File: config.mk
export PLATFORM = sky130hd
export DESIGN_NAME = pw_pattern_matcher_mc
export DESIGN_NICKNAME = d
export VERILOG_FILES = /design/src/rtl/pw_pattern_matcher_mc.sv
export SDC_FILE = /design/constraint.sdc
export NUM_CORES = 1
export LEC_CHECK = 0
export CAP_MARGIN = 25
export CORE_MARGIN = 8
export CORE_UTILIZATION = 44
export CTS_CLUSTER_DIAMETER = 30
export CTS_CLUSTER_SIZE = 24
export DETAILED_ROUTE_END_ITERATION = 7
export PLACE_DENSITY_LB_ADDON = 0.2
export SETUP_SLACK_MARGIN = 0.15
export SLEW_MARGIN = 20
export SYNTH_ARGS = -nofsm -noshare
export SYNTH_HDL_FRONTEND = slang
export SYNTH_SLANG_ARGS = --single-unit
File: constraint.sdc
create_clock -name fe_clk -period 2.9 [get_ports fe_clk]
set_input_delay 0.29 -clock fe_clk [delete_from_list [all_inputs] [get_ports fe_clk]]
set_output_delay 0.29 -clock fe_clk [all_outputs]
set_load 0.1 [all_outputs]
File: src/rtl/pw_pattern_matcher_mc.sv
// pw_pattern_matcher_mc: multi-channel masked byte-pattern matcher (fe_clk domain).
// Keeps a sliding window of recent valid bytes and compares it against
// pCHANNELS pattern/mask pairs, counts occurrences and fires on the Nth one.
// Optional feature: define PW_PM_SEQUENCE_EN to chain channels in order
// (channel c>0 only hits after channel c-1 has hit; only the last channel counts).

`ifndef PM_CAPTURE
`define PM_CAPTURE 2'd1
`endif
`ifndef PM_TRIGGER
`define PM_TRIGGER 2'd2
`endif

module pw_pattern_matcher_mc #(
  parameter int unsigned pPATTERN_BYTES = 8,
  parameter int unsigned pCHANNELS      = 2,
  parameter int unsigned pCOUNT_WIDTH   = 8
) (
  input  logic                                  fe_clk,
  input  logic                                  reset_i,
  input  logic                                  I_arm,
  input  logic [pCHANNELS*pPATTERN_BYTES*8-1:0] I_pattern,
  input  logic [pCHANNELS*pPATTERN_BYTES*8-1:0] I_mask,
  input  logic [pCHANNELS*8-1:0]                I_pattern_bytes,
  input  logic [1:0]                            I_action,
  input  logic [pCOUNT_WIDTH-1:0]               I_match_count_target,
  input  logic [7:0]                            I_fe_data,
  input  logic                                  I_fe_data_valid,
  input  logic                                  I_capturing,
  output logic [pCHANNELS-1:0]                  O_match,
  output logic [pCOUNT_WIDTH-1:0]               O_match_count,
  output logic                                  O_match_capture,
  output logic                                  O_match_trigger
);

  localparam int unsigned FILL_W = $clog2(pPATTERN_BYTES + 1);

  logic [7:0]              window [pPATTERN_BYTES];
  logic [7:0]              hist   [pPATTERN_BYTES+1];
  logic [FILL_W-1:0]       fill;
  logic [pCHANNELS-1:0]    match_q;
  logic [pCHANNELS-1:0]    hit;
  logic [pCHANNELS-1:0]    eff_hit;
  logic [pCOUNT_WIDTH-1:0] count_q;
  logic [pCOUNT_WIDTH-1:0] count_inc;
  logic [pCOUNT_WIDTH-1:0] target_eff;
  logic                    fired_q;
  logic                    trig_q;
  logic                    capturing_q;
  logic                    clear;
  logic                    advance;
  logic                    count_hit;
  logic                    fire_now;

  // Clear on disarm or when a fired capture finishes; advance on every other valid byte.
  always_comb begin
    clear      = ~I_arm | (fired_q & capturing_q & ~I_capturing);
    advance    = I_fe_data_valid & ~clear;
    count_inc  = (&count_q) ? count_q : count_q + 1'b1;
    target_eff = (I_match_count_target == '0) ? pCOUNT_WIDTH'(1) : I_match_count_target;
  end

  // Per-channel hit against the current byte plus window; hist[k] is the byte k positions back.
  // Pattern byte i pairs with hist[L-1-i]; the i/k double loop avoids a variable array index.
  always_comb begin
    int unsigned len_c;
    logic        ok;
    hit     = '0;
    hist[0] = I_fe_data;
    for (int unsigned k = 1; k <= pPATTERN_BYTES; k++) begin
      hist[k] = window[k-1];
    end
    for (int unsigned c = 0; c < pCHANNELS; c++) begin
      len_c = 32'(I_pattern_bytes[c*8 +: 8]);
      if (len_c > pPATTERN_BYTES) begin
        len_c = pPATTERN_BYTES;
      end
      ok = (len_c != 0) && (32'(fill) + 1 >= len_c);
      for (int unsigned i = 0; i < pPATTERN_BYTES; i++) begin
        for (int unsigned k = 0; k <= pPATTERN_BYTES; k++) begin
          if ((i < len_c) && (i + k + 1 == len_c) &&
              (((I_pattern[(c*pPATTERN_BYTES+i)*8 +: 8] ^ hist[k]) &
                I_mask[(c*pPATTERN_BYTES+i)*8 +: 8]) != 8'h00)) begin
            ok = 1'b0;
          end
        end
      end
      hit[c] = ok;
    end
  end

  // Channel gating: independent OR, or an ordered chain when sequencing is enabled.
  always_comb begin
`ifdef PW_PM_SEQUENCE_EN
    eff_hit    = '0;
    eff_hit[0] = hit[0];
    for (int unsigned c = 1; c < pCHANNELS; c++) begin
      eff_hit[c] = hit[c] & match_q[c-1];
    end
    count_hit = eff_hit[pCHANNELS-1];
`else
    eff_hit   = hit;
    count_hit = |hit;
`endif
    fire_now = advance & count_hit & ~fired_q & (count_inc == target_eff);
  end

  // Track I_capturing to detect the end of a capture.
  always_ff @(posedge fe_clk or posedge reset_i) begin
    if (reset_i) begin
      capturing_q <= 1'b0;
    end else begin
      capturing_q <= I_capturing;
    end
  end

  // Sliding window and saturating fill counter.
  always_ff @(posedge fe_clk or posedge reset_i) begin
    if (reset_i) begin
      window <= '{default: '0};
      fill   <= '0;
    end else if (clear) begin
      window <= '{default: '0};
      fill   <= '0;
    end else if (I_fe_data_valid) begin
      window[0] <= I_fe_data;
      for (int unsigned k = 1; k < pPATTERN_BYTES; k++) begin
        window[k] <= window[k-1];
      end
      if (fill != FILL_W'(pPATTERN_BYTES)) begin
        fill <= fill + 1'b1;
      end
    end
  end

  // Sticky hit flags, occurrence counter, fired flag and one-shot trigger.
  always_ff @(posedge fe_clk or posedge reset_i) begin
    if (reset_i) begin
      match_q <= '0;
      count_q <= '0;
      fired_q <= 1'b0;
      trig_q  <= 1'b0;
    end else if (clear) begin
      match_q <= '0;
      count_q <= '0;
      fired_q <= 1'b0;
      trig_q  <= 1'b0;
    end else begin
      trig_q <= 1'b0;
      if (advance) begin
        match_q <= match_q | eff_hit;
        if (count_hit && !fired_q) begin
          count_q <= count_inc;
        end
        if (fire_now) begin
          fired_q <= 1'b1;
          trig_q  <= (I_action == `PM_TRIGGER);
        end
      end
    end
  end

  // Output mapping.
  always_comb begin
    O_match         = match_q;
    O_match_count   = count_q;
    O_match_trigger = trig_q;
    O_match_capture = fired_q & (I_action == `PM_CAPTURE);
  end

endmodule

**Yosys cells after proc, flatten, opt, wreduce, memory -nomap -nowiden**

Cells that the tools add are included.

- Flip-flop bits (word level): 81
- Logic and storage cells: 987
- Output and inout bits: 12
- Input bits: 295

- Muxes and demuxes: 164
- Equality and inequality tests: 36
- Reduce and logical (&&, ||, !) cells: 449
- Bitwise gates (word level): 301
- $add $sub $neg: 3
- Magnitude comparators: 20

Operators by type and width:

| kind | number |
|---|---|
| $and 8x8->8 | 144 |
| $reduce_bool 8->1 | 144 |
| $xor 8x8->8 | 144 |
| $eq 4x32->1 const A | 16 |
| $logic_and 1x1->1 | 291 |
| $eq 3x32->1 const A | 8 |
| $lt 3x32->1 const A | 8 |
| $mux 1 | 150 |
| $eq 2x32->1 const A | 4 |
| $lt 1x32->1 const A | 4 |
| $lt 2x32->1 const A | 4 |
| $mux 64 | 2 |
| $eq 1x32->1 const A | 2 |
| $eq 5x32->1 const A | 2 |
| $reduce_bool 32->1 | 2 |
| $mux 8 | 7 |
| $ge 32x32->1 | 1 |
| $ge 5x32->1 | 1 |
| $gt 8x4->1 const B | 2 |
| $mux 4 | 3 |
| $reduce_bool 2->1 | 5 |
| $add 8x1->8 const B | 1 |
| $eq 8x8->1 | 1 |
| $logic_not 8->1 | 1 |
| 14 further kinds | 26 |

**Longest topological paths before layout**

Gate-level depths: netlist of the first run.

- Depth in word-level cells: 84
- Depth in mapped cells: 15
- Depth with buffers taken out: 15

**Worst setup path before layout of the first run**

Ideal clock, no wire load.

- Kind: input-to-reg
- From: input port I_pattern_bytes[14]
- To: register count_q[6], in the netlist O_match_count[6]
- Cell stages on the path: 14
- Arrival time: 2912 ps
- Library setup time: 86 ps
- Path slack: -98 ps
- Required time: 2814 ps
- Cells stage by stage: or4_1 > nor2_2 > and2_1 > ha_1 > nand2b_1 > a21o_1 > a21o_1 > a21o_1 > a21oi_1 > nor3_4 > nand4b_4 > a21oi_1 > and4b_1 > nor3_1

- Longest elaborated chain between the ends: 81
- Elaborated cells between the ends (all ways): 249
- Classes of those cells: 10 x order compare; 16 x eq/ne; 73 x mux; 150 x reduce/logical

Ends and longest elaborated chain:

| element | line | source |
|---|---|---|
| start, declared | 24 | `input logic [pCHANNELS*8-1:0] I_pattern_bytes,` |
| $gt 8x4->1 | 75 | `if (len_c > pPATTERN_BYTES) begin` |
| $mux 8 (*) | 75 |  |
| $lt 1x32->1 / $eq 1x32->1 (equally long branches) | 81 | `if ((i < len_c) && (i + k + 1 == len_c) &&` |
| $logic_and 1x1->1 (2 in series) | 81 |  |
| $mux 1 (71 in series) | 81 |  |
| $mux 1 (*) | 81 |  |
| $reduce_or 2->1 (*) | 103 | `count_hit = \|hit;` |
| $logic_and 1x1->1 (*) | 152 | `if (count_hit && !fired_q) begin` |
| $reduce_bool 2->1 (no line) (*) | -- |  |
| $reduce_and 2->1 (no line) (*) | -- |  |
| end signal, assigned | 153 | `count_q <= count_inc;` |
| end, declared | 44 | `logic [pCOUNT_WIDTH-1:0] count_q;` |

Every way passes the cells marked *; elsewhere a longest branch is shown, timed or not.
A chain may end at the register's enable or synchronous reset.

**Worst setup path in the final report of the first run**

- From: register window (netlist bit hist[59])
- To: register count_q[6], in the netlist O_match_count[6]

- Longest elaborated chain between the ends: 79
- Elaborated cells between the ends (all ways): 210
- Classes of those cells: 142 x mux; 32 x bitwise; 36 x reduce/logical

Ends and longest elaborated chain:

| element | line | source |
|---|---|---|
| start, declared | 38 | `logic [7:0] window [pPATTERN_BYTES];` |
| start signal, assigned by index | 128 | `window[k] <= window[k-1];` |
| $xor 8x8->8 | 82 | `(((I_pattern[(c*pPATTERN_BYTES+i)*8 +: 8] ^ hist[k]) &` |
| $and 8x8->8 | 82 |  |
| $reduce_bool 8->1 | 82 |  |
| $logic_and 1x1->1 | 81 |  |
| $mux 1 (71 in series) | 81 |  |
| $reduce_or 2->1 (*) | 103 |  |
| $logic_and 1x1->1 (*) | 152 |  |
| $reduce_bool 2->1 (no line) (*) | -- |  |
| $reduce_and 2->1 (no line) (*) | -- |  |

Marks and branches as above.

==> flow_summary.yaml, run 1 <==
power_and_ir_drop:
  powerDensity_nw_per_um2: 250
  p_leak_nw: 10.0
  peakVddDrop_mv: 0.254
cts:
  cts_max_level: 3
  path_clk_slew_ns: 0.07
  cts_tree: "done"
  numCtsBuffers: 9
  clock_sinks: 73
  clock_latency_ns: 0.35
  root_buffer: "clkbuf_16"
  clockBufferDepth: 2
timing:
  slew_headroom_pct: 49.8
  fin_crit_sh_pct: 110
  hold_slack_ns: 0.234
  hold_violations: 0
  slew_violations: 0
  rsz0062_at_grt: "true"
  tightest_slew_ns: 0.744
  fin_ws_ns: -0.299
  max_freq_ghz: 0.313
  worst_clock_skew_ns: 0.0131
  finalCriticalPeriod_ns: 3.20
  setup_violations: 12
logic_synthesis:
  synth_seq_cells: 73
  syn_inst: 1496
  synth_top_area_cell: "xor2_1"
  yosys.area.top_type_share_pct: 40.2
  synthTopCellsByArea: "xor2_1 40%, a22oi_1 16%, dfrtp_1 14%, mux2i_1 4.7%, nand4_1 3.5%"
  synth_warnings: 0
  synthFlopType: "dfrtp_1"
  synthAdderAreaFrac_pct: 1.28
  synth_top_family_by_area: "XOR/XNOR gates"
  async_flop_share_pct: 100
  synth-xor-area-share_pct: 41.1
  ys_seq_area_share_pct: 14.4
  syn_area_per_cell_sq_um: 8.47
  synth_compound_area_share_pct: 20.2
  synth_edf_count: 0
  synthMuxAreaShare_pct: 4.74
  yosysUniqueCellTypes: 63
  syn_area_sq_um: 12700
  synth-simple-area-share_pct: 9.92
detailed_routing:
  first_pass_iters: 8
  viasPerCell: 6.46
  drtIter0Drc: 2661
  via_count: 16229
  wire_per_inst_um: 32.1
  drt_wl_total_um: 80500
  antenna_left: 0
  remaining_drc_errors: 4
floorplan:
  dieHeight_um: 186
  die_w_um: 186
  row_count: 62
  core_area_sq_um: 28500
  die_area_sq_um: 34500
  start_util_pct: 44.4
  num_io_pins: 307
global_route:
  grt.total_usage_pct: 45.1
  grt_max_degree: 70
  gr-total-overflow: 0
  grt_pass1_vias: 15985
  antenna_found_initial: 1
  grt_pass1_wl_um: 112000
placed_design:
  dpl.hpwl_um: 64200
  gp_congestion: 1.20
  placement.io_buffers: 306
  post_dp_cell_area_sq_um: 19200
worst_setup_path:
  cp.required_ns: 3.13
  cp_max_fo: 7
  crit_buf_inv: 3
  start_kind: "register"
  path_cells: "buf_6 > xor2_1 > a222oi_1 > nand4_1 > nor3_2 > a2111oi_1 > a311oi_2 > nand3_4 > buf_12 > buf_6 > a21oi_4 > and4b_1 > nor3_1"
  path_common_cell: "buf_6"
  critical_path.top_delay_family: "compound AO/OA/AOI/OAI gates"
  crit_type: "register to register"
  slowest_delay_ns: 0.60
  arrival_ns: 3.43
  critical_path.slowest_cell: "a222oi_1"
  critPathCaptureType: "register"
finish:
  final_cell_mix: "580 x xor2_1, 443 x buf_4, 277 x clkdlybuf4s50_1, 255 x a22oi_1, 80 x nor2_1"
  diodes: 0
  final_common_cell: "xor2_1"
  area_growth_pct: 58.3
  drive_above_1_share_pct: 28.1
  design_area_sq_um: 20100
  nets: 2431
status:
  violations: "DRC, setup timing"
  status: "finished, violations left"
run:
  drv_cap: 0
hold_path:
  min_path_type: "primary input to async pin"
-- routing by layer --
| metal | global-route usage (%) | part of all wire [%] | vias to the layer above |
|---|---|---|---|
| met2 | 61.9 | 38 | 1726 |
| met3 | 20.5 | 18 | 400 |
| met5 | 0.888 | 0.061 | - |
| li1 | - | - | 6539 |
| met1 | 57.5 | 37 | 7560 |
| met4 | 24.9 | 7.0 | 4 |
-- Yosys cell counts (8+ instances only) --
library cell  instances
a21oi_1              14
a22oi_1             275
buf_1                 9
buf_2                62
buf_6                27
clkbuf_1             70
dfrtp_1              73
ha_1                 13
inv_1                11
mux2i_1              60
nand2_1              17
nand4_1              70
nor2_1               81
nor3_1               11
nor4_1                8
xnor2_1              13
xor2_1              581
-- cell type report --
cell class	instances	area (sq um)
timing repair buffer	793	7290
sequential	73	1840
clock buffer	10	229
clock inverter	6	67.6
multi-input combinational	1235	10100
inverter	11	41.3
tap	384	480
fill	2312	8500
-- logic make-up (layout without fill, tap and decap cells) --
logic type,Yosys count,count (layout)
simple gates,228,228
flops,73,73
buf+inv,189,820
compound gates,338,338
other cells,1,2
fa+ha+maj,13,13
xor+xnor,594,594
mux,60,60
-- flip-flops by register name, summed over array words and instances (netlist names) --
name and count:
fill 4, fired_q 1, O_match_count 8, O_match_trigger 1, O_match 2, hist 56
capturing_q 1
-- metrics by stage --
step                      util (%)  cells  TNS, ns  total power [W]  setup WS (ns)
after detailed placement      67.2   2464    -7.57          0.00363         -0.782
final                         70.2   2512    -2.34          0.00502         -0.299
after global routing          70.2   2512    -2.39          0.00511         -0.289
after floorplan                  -   1497        0          0.00219         0.0980
after CTS                     69.7   2501   -0.451          0.00487        -0.0831
after global placement        67.2   2464    -6.62          0.00362         -0.664
-- path summary, 6_finish.rpt --
check,startpoint,endpoint,slack (ns),cells after the start
min in group fe_clk,I_fe_data_valid,O_match[0]$_DFFE_PP0P_,0.45,3
max in group asynchronous,reset_i,O_match_count[6]$_DFFE_PP0P_,2.04,3
min reg2reg,O_match[0]$_DFFE_PP0P_,O_match[0]$_DFFE_PP0P_,0.53,2
min,reset_i,hist[30]$_DFFE_PP0P_,0.23,2
max,hist[59]$_DFFE_PP0P_,O_match_count[6]$_DFFE_PP0P_,-0.30,13
max reg2reg,hist[59]$_DFFE_PP0P_,O_match_count[6]$_DFFE_PP0P_,-0.30,13
-- power breakdown --
part | switching (W) | total [W] | internal, W | leakage [nW]
Combinational | 0.00147 | 0.00277 | 0.00129 | 8.91
Sequential | 0.0000224 | 0.00106 | 0.00103 | 0.987
Clock | 0.000522 | 0.00119 | 0.000672 | 0.139
Total | 0.00202 | 0.00502 | 0.00300 | 10.0
-- repair_timing --
item                                    in CTS  in global routing
hold buffers                                 0                  0
endpoints found under the setup margin      12                 12
pin swaps                                   66                 28
setup buffers                               21                 11
resized for setup                           78                  9
Note: power is estimated with default switching activity, not from simulation.
==> run 2, diff against run 1 <==
--- a/config.mk
+++ b/config.mk
@@ -12,6 +12,7 @@
 export CTS_CLUSTER_SIZE = 24
 export DETAILED_ROUTE_END_ITERATION = 7
 export PLACE_DENSITY_LB_ADDON = 0.2
+export RECOVER_POWER = 50
 export SETUP_SLACK_MARGIN = 0.15
 export SLEW_MARGIN = 20
 export SYNTH_ARGS = -nofsm -noshare
==> constraint.sdc (replaced) <==
create_clock -name fe_clk -period 3.1 [get_ports fe_clk]
set_input_delay 0.31 -clock fe_clk [delete_from_list [all_inputs] [get_ports fe_clk]]
set_output_delay 0.31 -clock fe_clk [all_outputs]
set_load 0.1 [all_outputs]
==> flow_summary.yaml, run 2 (synthesized netlist as in run 1, its figures left out) <==
power_and_ir_drop:
  p_leak_nw: 9.81
  comb_power_share_pct: 54.2
  p_sw_w: 0.00190
  powerDensity_nw_per_um2: 236
  peakVddDrop_mv: 0.271
  clock_power_share_pct: 24.2
  total_power_w: 0.00462
  p_sw_share_pct: 41.2
  pwr-share-seq_pct: 21.6
  p_int_w: 0.00272
timing:
  rsz0062_at_grt: "true"
  setup_violations: 6
  fin_ws_ns: -0.104
  finalCriticalPeriod_ns: 3.20
  tightest_slew_ns: 1.94
  worst_clock_skew_ns: 0.00880
  max_freq_ghz: 0.312
  fin_crit_sh_pct: 103
  hold_violations: 0
  slew_headroom_pct: -29.3
  fin_tns_setup_ns: -0.284
  slew_violations: 74
cts:
  clock_latency_ns: 0.35
  numCtsBuffers: 9
  path_clk_slew_ns: 0.08
  postCtsHoldBufs: 0
  clockBufferDepth: 2
  cts_tree: "done"
  root_buffer: "clkbuf_16"
  clock_sinks: 73
  cts_max_level: 3
finish:
  drive_above_1_share_pct: 26.0
  fin_cells: 2443
  area_growth_pct: 54.9
  largest_register_ffs: 56
  seq_area_sq_um: 1850
  final_common_cell: "xor2_1"
  nets: 2359
  multi_input_area_sq_um: 10100
  final_cell_mix: "580 x xor2_1, 363 x buf_4, 274 x clkdlybuf4s50_1, 254 x a22oi_1, 80 x nor2_1"
  fill_cells: 2403
  design_area_sq_um: 19600
placed_design:
  placement.io_buffers: 306
  place_ws_ns: -0.545
  gp_congestion: 1.16
  dpl.hpwl_um: 61300
  post_dp_cell_area_sq_um: 18500
  dp.cells: 2393
global_route:
  grt.total_usage_pct: 43.2
  grt_max_degree: 74
  antenna_found_initial: 5
  grt_pass1_vias: 15391
  grt_pass1_wl_um: 108000
  gr-total-overflow: 0
worst_setup_path:
  critPathCaptureType: "register"
  critical_path.slowest_cell: "dfrtp_4"
  cp_max_fo: 9
  slowest_delay_ns: 0.62
  path_cells: "buf_4 > xor2_1 > a22oi_1 > nand4_1 > nor2_1 > o21ai_2 > a311oi_2 > nand4b_4 > a2111oi_4 > xnor2_1 > nor2_1"
  crit_type: "register to register"
  arrival_ns: 3.41
  rr_worst_depth: 11
  start_kind: "register"
  path_common_cell: "nor2_1"
  cp.required_ns: 3.30
floorplan:
  die_w_um: 186
  die_area_sq_um: 34500
  start_util_pct: 44.4
  num_io_pins: 307
  row_count: 62
  dieHeight_um: 186
  core_area_sq_um: 28500
detailed_routing:
  antenna_left: 0
  drt_wl_total_um: 77900
  remaining_drc_errors: 0
  drtIter0Drc: 2503
  viasPerCell: 6.48
  first_pass_iters: 8
  wire_per_inst_um: 31.9
  via_count: 15838
run:
  drv_cap: 1
hold_path:
  min_path_type: "primary input to register"
  hold_depth: 3
status:
  status: "finished, violations left"
  violations: "capacitance limit, slew limit, setup timing"
run 2: cell types whose count changed in the layout (fill, tap and decap cells not counted), moves of 3 or more:
cell             change
diode_2              +3
buf_12               -6
buf_6                +7
clkdlybuf4s50_1      -3
dfrtp_2              +3
bufbuf_16            +3
inv_8                +3
buf_4               -80
dlymetal6s2s_1       +4
dfrtp_1              -4
run 2: worst max-delay path: cells and delay by family (launching register included):
kind / cells / cell delay, ns
buf+inv: 1 / 0.22
simple gates: 4 / 0.71
xor+xnor: 2 / 0.35
flops: 1 / 0.62
compound gates: 4 / 1.13
run 2: cell type report:
type | count | share of cell area [%]
diodes | 3 | 0.0383
inverters | 11 | 0.223
well taps | 384 | 2.45
repair buffers | 721 | 34.6
clock inverters | 7 | 0.351
clock buffers | 9 | 1.15
flip-flops and latches | 73 | 9.43
multi-input cells | 1235 | 51.7
run 2: per-stage QoR:
step	util, %	hold slack [ns]
finish	68.7	0.379
global route	68.7	0.414
CTS	67.7	0.375
detailed placement	64.9	0.485
global placement	64.9	0.485
floorplan	-	0.341
run 2: per-layer routing:
metal	GRT usage (%)	up-vias	part of all wire, %
met5	1.33	-	0.17
met4	23.3	9	6.9
met3	17.1	396	16
met2	60.6	1569	39
met1	55.9	7472	38
li1	-	6392	-
run 2: path summary, 6_finish.rpt:
kind                                              from                            to  slack [ns]
worst max-delay path              hist[50]$_DFFE_PP0P_  O_match_count[3]$_DFFE_PP0P_       -0.10
worst min-delay path                   I_fe_data_valid        O_match[0]$_DFFE_PP0P_        0.38
worst max register to register    hist[50]$_DFFE_PP0P_  O_match_count[3]$_DFFE_PP0P_       -0.10
worst min register to register  O_match[0]$_DFFE_PP0P_        O_match[0]$_DFFE_PP0P_        0.50
max in group asynchronous                      reset_i          hist[50]$_DFFE_PP0P_        0.60
min in group asynchronous                      reset_i          hist[18]$_DFFE_PP0P_        1.07
run 2: power groups by stage:
| stage | Sequential (W) | Clock (W) | Combinational (W) |
|---|---|---|---|
| after floorplan | 0.000993 | 0 | 0.00105 |
| after global placement | 0.00102 | 0 | 0.00228 |
| after detailed placement | 0.00102 | 0 | 0.00229 |
| after CTS | 0.000996 | 0.00112 | 0.00236 |
| after global routing | 0.00100 | 0.00116 | 0.00256 |
| final | 0.00100 | 0.00112 | 0.00251 |
run 2: repair_timing:
action,in CTS,in global routing
gates resized for setup,80,47
pin swaps,53,26
setup endpoints to repair,12,12
buffers inserted,17,11
gates cloned,3,0
